**config.mk**
```make
export PLATFORM = sky130hd
export DESIGN_NAME = mem_port_arbiter
export DESIGN_NICKNAME = d
export VERILOG_FILES = /design/src/rtl/mini_src_mem_pkg.sv /design/src/rtl/mem_port_arbiter.sv
export SDC_FILE = /design/constraint.sdc
export NUM_CORES = 1
export LEC_CHECK = 0
export ABC_AREA = 1
export CORE_MARGIN = 2
export CORE_UTILIZATION = 42
export DETAILED_ROUTE_END_ITERATION = 8
export PLACE_DENSITY = 0.81
export SYNTH_ARGS = -nofsm -noshare
export SYNTH_HDL_FRONTEND = slang
export SYNTH_SLANG_ARGS = --single-unit
```
**constraint.sdc**
```tcl
create_clock -name Clock -period 4.9 [get_ports Clock]
set_clock_uncertainty 0.05 [all_clocks]
set_input_delay 0.49 -clock Clock [delete_from_list [all_inputs] [get_ports Clock]]
set_output_delay 0.49 -clock Clock [all_outputs]
set_load 0.01 [all_outputs]
```
**src/rtl/mini_src_mem_pkg.sv**
```systemverilog
// Shared memory-subsystem definitions: arbiter state encoding, port IDs and the
// default RAM widths used by the RAM, the MAR/MDR and the port arbiter.
package mini_src_mem_pkg;

    localparam int DEF_ADDR_W = 9;
    localparam int DEF_DATA_W = 32;

    typedef enum logic [1:0] {
        IDLE  = 2'b00,
        ISSUE = 2'b01,
        WAIT  = 2'b10,
        DONE  = 2'b11
    } arb_state_t;

    localparam logic PORT_C = 1'b0;
    localparam logic PORT_D = 1'b1;

endpackage

```
**src/rtl/mem_port_arbiter.sv**
```systemverilog
// Round-robin arbiter sharing one synchronous single-port RAM between the CPU
// memory path (port C) and the debug/program-loader port (port D).
module mem_port_arbiter
    import mini_src_mem_pkg::*;
#(
    parameter int ADDR_W  = DEF_ADDR_W,
    parameter int DATA_W  = DEF_DATA_W,
    parameter int MEM_LAT = 1
) (
    input  logic              Clock,
    input  logic              Reset,
    input  logic              c_req,
    input  logic              c_we,
    input  logic [ADDR_W-1:0] c_addr,
    input  logic [DATA_W-1:0] c_wdata,
    output logic              c_done,
    output logic [DATA_W-1:0] c_rdata,
    output logic              c_wait,
    input  logic              d_req,
    input  logic              d_we,
    input  logic [ADDR_W-1:0] d_addr,
    input  logic [DATA_W-1:0] d_wdata,
    output logic              d_done,
    output logic [DATA_W-1:0] d_rdata,
    output logic              d_wait,
    output logic              mem_en,
    output logic              mem_we,
    output logic [ADDR_W-1:0] mem_addr,
    output logic [DATA_W-1:0] mem_wdata,
    input  logic [DATA_W-1:0] mem_rdata
);

    generate
        if (MEM_LAT < 1 || MEM_LAT > 7) begin : g_bad_lat
            $fatal(1, "mem_port_arbiter: MEM_LAT must be in 1..7");
        end
    endgenerate

    localparam logic [2:0] LAT_INIT = 3'(MEM_LAT);

    arb_state_t state, state_nxt;
    logic       last_gnt, gnt_nxt;
    logic       we_q;
    logic       capture;
    logic [2:0] lat_cnt;

    // last_gnt doubles as the current winner for the whole access.
    assign capture = (state == WAIT) && (lat_cnt == 3'd1);

    // Strobes decode straight from state so a reset drops them without a clock.
    assign mem_en = (state == ISSUE);
    assign mem_we = mem_en & we_q;
    assign c_wait = c_req & ~c_done;
    assign d_wait = d_req & ~d_done;

    always_comb begin
        state_nxt = state;
        gnt_nxt   = last_gnt;
        case (state)
            IDLE: begin
                if (c_req || d_req) begin
                    state_nxt = ISSUE;
                    if (c_req && d_req) gnt_nxt = ~last_gnt;
                    else                gnt_nxt = d_req ? PORT_D : PORT_C;
                end
            end
            ISSUE:   state_nxt = WAIT;
            WAIT:    if (lat_cnt == 3'd1) state_nxt = DONE;
            DONE:    state_nxt = IDLE;
            default: state_nxt = IDLE;
        endcase
    end

    always_ff @(posedge Clock or posedge Reset) begin
        if (Reset) begin
            state    <= IDLE;
            last_gnt <= PORT_D;
        end else begin
            state    <= state_nxt;
            last_gnt <= gnt_nxt;
        end
    end

    always_ff @(posedge Clock or posedge Reset) begin
        if (Reset) begin
            we_q      <= 1'b0;
            mem_addr  <= '0;
            mem_wdata <= '0;
            lat_cnt   <= '0;
        end else begin
            if (state == IDLE && state_nxt == ISSUE) begin
                we_q      <= (gnt_nxt == PORT_D) ? d_we    : c_we;
                mem_addr  <= (gnt_nxt == PORT_D) ? d_addr  : c_addr;
                mem_wdata <= (gnt_nxt == PORT_D) ? d_wdata : c_wdata;
            end
            if (state == ISSUE)     lat_cnt <= LAT_INIT;
            else if (state == WAIT) lat_cnt <= lat_cnt - 3'd1;
        end
    end

    always_ff @(posedge Clock or posedge Reset) begin
        if (Reset) begin
            c_done  <= 1'b0;
            d_done  <= 1'b0;
            c_rdata <= '0;
            d_rdata <= '0;
        end else begin
            c_done <= capture && (last_gnt == PORT_C);
            d_done <= capture && (last_gnt == PORT_D);
            if (capture && !we_q) begin
                if (last_gnt == PORT_D) d_rdata <= mem_rdata;
                else                    c_rdata <= mem_rdata;
            end
        end
    end

endmodule

```
---- Yosys cells after proc, flatten, opt, wreduce, memory -nomap -nowiden ----
Cells that the tools add are included.
operators by class
  equality and inequality tests ........... 5
  $add $sub $neg .......................... 1
  muxes and demuxes ....................... 12
  bitwise gates (word level) .............. 6
  reduce and logical (&&, ||, !) cells .... 12
operator list
  cell                                               count
  two-way mux 32 bit                                 1
  two-way mux 9 bit                                  1
  case mux 2 bit (4 select lines)                    1
  logical AND 1 bit                                  6
  two-way mux 3 bit                                  2
  two-way mux 1 bit                                  5
  == test 2 x 1 -> 1 bit (second input constant)     2
  == test 2 bit (second input constant)              2
  two-way mux 2 bit                                  2
  AND reduction 2 bit                                2
  AND 1 bit                                          3
  == test 3 x 1 -> 1 bit (second input constant)     1
  NOT 1 bit                                          3
  subtractor 3 x 1 -> 3 bit (second input constant)  1
  logical NOT 2 bit                                  1
  nonzero test 2 bit                                 1
  logical NOT 1 bit                                  1
  logical OR 1 bit                                   1
storage, ports and cells
  bits of input ports ..................... 120
  register bits after elaboration ......... 114
  output and inout bits ................... 111
  word-level logic and storage cells ...... 46

---- Logic depth before layout (Yosys ltp) ----
  depth after elaboration ................. 5
  gate-level depth with buffers ........... 10
  mapped depth without buffers ............ 9

---- Least setup slack after synthesis ----
No wires, ideal clock.
  kind .................................... reg2reg
  from .................................... register state[0]
  to ...................................... register mem_addr[0]
  data arrival time ....................... 1.408 ns
  required time ........................... 4.733 ns
  path buffers ............................ 1
  period minus slack after synthesis ...... 1.576 ns
  stages on the path, launching flop included .. 8
  path slack .............................. 3.324 ns
  library setup time ...................... 0.117 ns
  cells stage by stage .................... dfrtp_1 inv_1 ha_1 nor2_2 nand2_1 buf_2 nand2_1 nand2_1
on the way
  cells in the longest elaborated chain, start to end .. 4
  elaborated cells between the ends (all ways) .. 11
  those cells by class .................... eq/ne: 4; mux: 5; reduce/logical: 2
ends and longest elaborated chain
  item                                   RTL line                RTL
  from (decl)                            mem_port_arbiter.sv:41  arb_state_t state, state_nxt;
  from (signal assigned)                 mem_port_arbiter.sv:79  state <= state_nxt;
  == test 2 bit (tied with other cells)  mem_port_arbiter.sv:59  case (state)
  case mux 2 bit (4 select lines) *      mem_port_arbiter.sv:59
  via state_nxt[1]                       mem_port_arbiter.sv:41
  == test 2 x 1 -> 1 bit *               mem_port_arbiter.sv:91  if (state == IDLE && state_nxt == ISSUE) begin
  logical AND 1 bit *                    mem_port_arbiter.sv:91
  to (signal assigned)                   mem_port_arbiter.sv:93  mem_addr <= (gnt_nxt == PORT_D) ? d_addr : c_addr;
  to (decl)                              mem_port_arbiter.sv:28  output logic [ADDR_W-1:0] mem_addr,
The timed path passes the listed nets; every way through them passes the cells marked *.
A chain may end at the register's enable or synchronous reset.

---- Final worst setup path ----
  from .................................... register state[0]
  to ...................................... register mem_wdata[31]
on the way
  cells in the longest elaborated chain, start to end .. 4
  elaborated cells between the ends (all ways) .. 11
  those cells by class .................... eq/ne: 4; mux: 5; reduce/logical: 2
ends and longest elaborated chain
  item                                   RTL line                RTL
  == test 2 bit (tied with other cells)  mem_port_arbiter.sv:59
  case mux 2 bit (4 select lines) *      mem_port_arbiter.sv:59
  via state_nxt[1]                       mem_port_arbiter.sv:41
  == test 2 x 1 -> 1 bit *               mem_port_arbiter.sv:91
  logical AND 1 bit *                    mem_port_arbiter.sv:91
  to (signal assigned)                   mem_port_arbiter.sv:94  mem_wdata <= (gnt_nxt == PORT_D) ? d_wdata : c_wdata;
  to (decl)                              mem_port_arbiter.sv:29  output logic [DATA_W-1:0] mem_wdata,
Marked as above.

==> flow_metrics.env <==
export IMPL_postSynthAreaPerCell_um2=8.26
export IMPL_rsz0062_at_grt="no"
export IMPL_finalSetupViolCount=0
export IMPL_reg2reg_to="mem_wdata[31]$_DFFE_PP0P_"
export IMPL_utilization=0.678
export IMPL_synthSimpleGateAreaFrac=0.291
export IMPL_drt_pass1_iterations=5
export IMPL_synth_xor_area_share=0
export IMPL_power_share_clock=0.247
export IMPL_cts_made_buffers=17
export IMPL_max_vdd_ir_drop_mv=0.399
export IMPL_ys_ff_latch=114
export IMPL_status="completed"
export IMPL_drv_slew=0
export IMPL_synth_nets=746
export IMPL_synth_top_family_by_area="simple AND/OR/NAND/NOR gates"
export IMPL_ff2ff_path_depth=7
export IMPL_routedWlPerCell_um=15.6
export IMPL_crit_fanout=43
export IMPL_dieHeight_um=114
export IMPL_synth_compound_area_frac=0.0674
export IMPL_fp_dieArea_um2=13100
export IMPL_relSlewSlack=0.306
export IMPL_netlist_cell_type_count=17
export IMPL_dpl_hpwl_um=10600
export IMPL_synth_largest_area_cell="dfrtp_1"
export IMPL_track_usage=0.240
export IMPL_grt_pass1_vias=4961
export IMPL_holdPathEnd="mem_wdata[26]$_DFFE_PP0P_"
export IMPL_initial_core_util=0.428
export IMPL_clock_sinks=114
export IMPL_hp_start="mem_wdata[26]$_DFFE_PP0P_"
export IMPL_coreArea_um2=12000
export IMPL_port_buffers=230
export IMPL_cap_violations=0
export IMPL_holdBufCountCts=0
export IMPL_cts_tree="done"
export IMPL_drive_gt1_frac=0.0581
export IMPL_switchingPower_w=0.00203
export IMPL_grt_ovfl_total=0
export IMPL_crit_path_start_kind="flop"
export IMPL_clock_path_buffers=2
export IMPL_ios=231
export IMPL_combPwrFrac=0.452
export IMPL_tns_ps=0
export IMPL_antenna_cells=0
export IMPL_clk_pin_slew_ps=50
export IMPL_worstPathArrival_ps=3000
export IMPL_pwr_share_seq=0.300
export IMPL_vias_per_cell=5.08
export IMPL_place_gp_congestion=0.819
export IMPL_powerDensity_nw_per_um2=686
export IMPL_final_cells=991
export IMPL_clock_root_buffer="clkbuf_16"
export IMPL_rows=40
export IMPL_final_min_clock_period_ps=2760
export IMPL_p_int_w=0.00354
export IMPL_yosys_warnings=0
export IMPL_hold_viol_final=0
export IMPL_placedCellCount=959
export IMPL_area_growth_pct=58.5
export IMPL_ys_seq_area_frac=0.557
export IMPL_grt_pass1_wl_um=24300
export IMPL_reg2reg_from="state[0]$_DFF_PP0_"
export IMPL_cts_setup_buffers=0
export IMPL_r2r_slack_ps=2140
export IMPL_critPathKind="reg -> reg"
export IMPL_synth_top_cells_by_area="dfrtp_1 55%, nand2_1 15%, nand3_1 12%, o21ai_0 6.5%, inv_1 3.0%"
export IMPL_synth_area_um2=5120
export IMPL_insertion_delay_ps=400
export IMPL_post_route_period_util=0.564
export IMPL_swShare=0.364
export IMPL_htree_levels=4
export IMPL_via_count=5034
export IMPL_routed_wl_um=15400
export IMPL_ant_nets=0
export IMPL_holdPathStages=2
export IMPL_hp_class="reg -> reg"
export IMPL_die_x_um=114
export IMPL_grt_start_max_net_pins=84
export IMPL_placed_area_um2=7440
export IMPL_drt_iter0_markers=246
export IMPL_post_route_drc_count=0
export IMPL_antenna_found_initial=0
export IMPL_fin_nets=957
export IMPL_endpoint_kind="flop"
export IMPL_yosys_area_top_type_share=0.552
export IMPL_synthAdderAreaFrac=0.0147
export IMPL_worst_slew_pin_transition_ps=1040
export IMPL_fmax_mhz=362
export IMPL_p_leak_nw=3.97
export IMPL_final_design_area_no_fill_um2=8110
export IMPL_critical_path_required_ps=5130
export IMPL_synthesis_instances=620
export IMPL_postCtsResizedCells=0
export IMPL_synth_mux_area_frac=0
worst max-delay path, stage by stage (launching register included):
cell     delay, ps
dfrtp_1        390
inv_1          110
ha_1           420
nor2_4         740
nand2_1        390
buf_4          350
nand2_1        110
nand2_1         60
cell families (layout without fill, tap and decap cells):
family | Yosys count | in the layout
fa+ha+maj | 6 | 6
compound gates | 69 | 69
flops | 114 | 114
simple gates | 346 | 346
buf+inv | 85 | 309
synth_stat cells:
cell      instances
nand2_2           5
clkbuf_1         10
ha_1              6
o21ai_1           2
dfrtp_1         113
o21ai_0          66
nand2_1         203
nand3_2           2
nor2_2            2
buf_2            30
nor2_1            7
clkbuf_2          1
inv_2             3
a21oi_1           1
nand3_1         127
dfstp_2           1
inv_1            41
area by class of cell:
type | count | area, um^2
Sequential cell | 114 | 2850
Inverter | 44 | 168
Fill cell | 922 | 3850
Clock buffer | 20 | 467
Tap cell | 147 | 184
Timing Repair Buffer | 233 | 2320
Clock inverter | 12 | 203
Multi-Input combinational cell | 421 | 1910
worst max path at each step:
stage	cells after the start	end	from	slack, ps
2_1_floorplan	1	c_done$_DFF_PP0_	Reset	1350
3_3_place_gp	9	mem_wdata[20]$_DFFE_PP0P_	d_req	2120
3_5_place_dp	9	mem_addr[5]$_DFFE_PP0P_	d_req	2030
4_1_cts	7	mem_addr[5]$_DFFE_PP0P_	state[0]$_DFF_PP0_	2120
5_1_grt	7	mem_addr[5]$_DFFE_PP0P_	state[0]$_DFF_PP0_	1910
6_report	7	mem_wdata[31]$_DFFE_PP0P_	state[0]$_DFF_PP0_	2140
power groups by stage:
stage / registers [W] / clock network (W) / logic [W]
floorplan: 0.00184 / 0 / 0.00108
global placement: 0.00166 / 0 / 0.00244
detailed placement: 0.00167 / 0 / 0.00252
CTS: 0.00167 / 0.00139 / 0.00254
global route: 0.00173 / 0.00144 / 0.00277
finish: 0.00167 / 0.00138 / 0.00252
state kept, by name, summed over array words and instances (netlist names), 2 cells and up:
signal and count:
c_rdata 32, d_rdata 32, mem_wdata 32, mem_addr 9, lat_cnt 3, state 2
stage by stage:
step                worst slack, ps  power, W  hold WS [ps]
floorplan                      1350   0.00292           441
global placement               2120   0.00410           412
detailed placement             2030   0.00419           415
CTS                            2120   0.00561           430
global route                   1910   0.00594           443
finish                         2140   0.00556           428
layout by cell type (no fill, tap or decap), types with 3 or more instances in the layout:
cell / Yosys / layout
clkbuf_8: 0 / 3
inv_2: 3 / 3
bufinv_16: 0 / 5
inv_1: 41 / 40
nand3_1: 127 / 127
o21ai_0: 66 / 66
clkbuf_16: 0 / 17
buf_4: 0 / 3
nand2_2: 5 / 5
ha_1: 6 / 6
clkdlybuf4s50_1: 0 / 230
nor2_1: 7 / 7
clkinvlp_4: 0 / 4
dfrtp_1: 113 / 113
nand2_1: 203 / 203
metal layers:
layer,vias to the layer above,part of all wire,track usage
met4,0,0.017,0.0854
met2,229,0.46,0.391
met1,2366,0.41,0.279
met5,-,0,0
li1,2419,-,-
met3,20,0.11,0.111
Power figures use the tool's default switching activity.
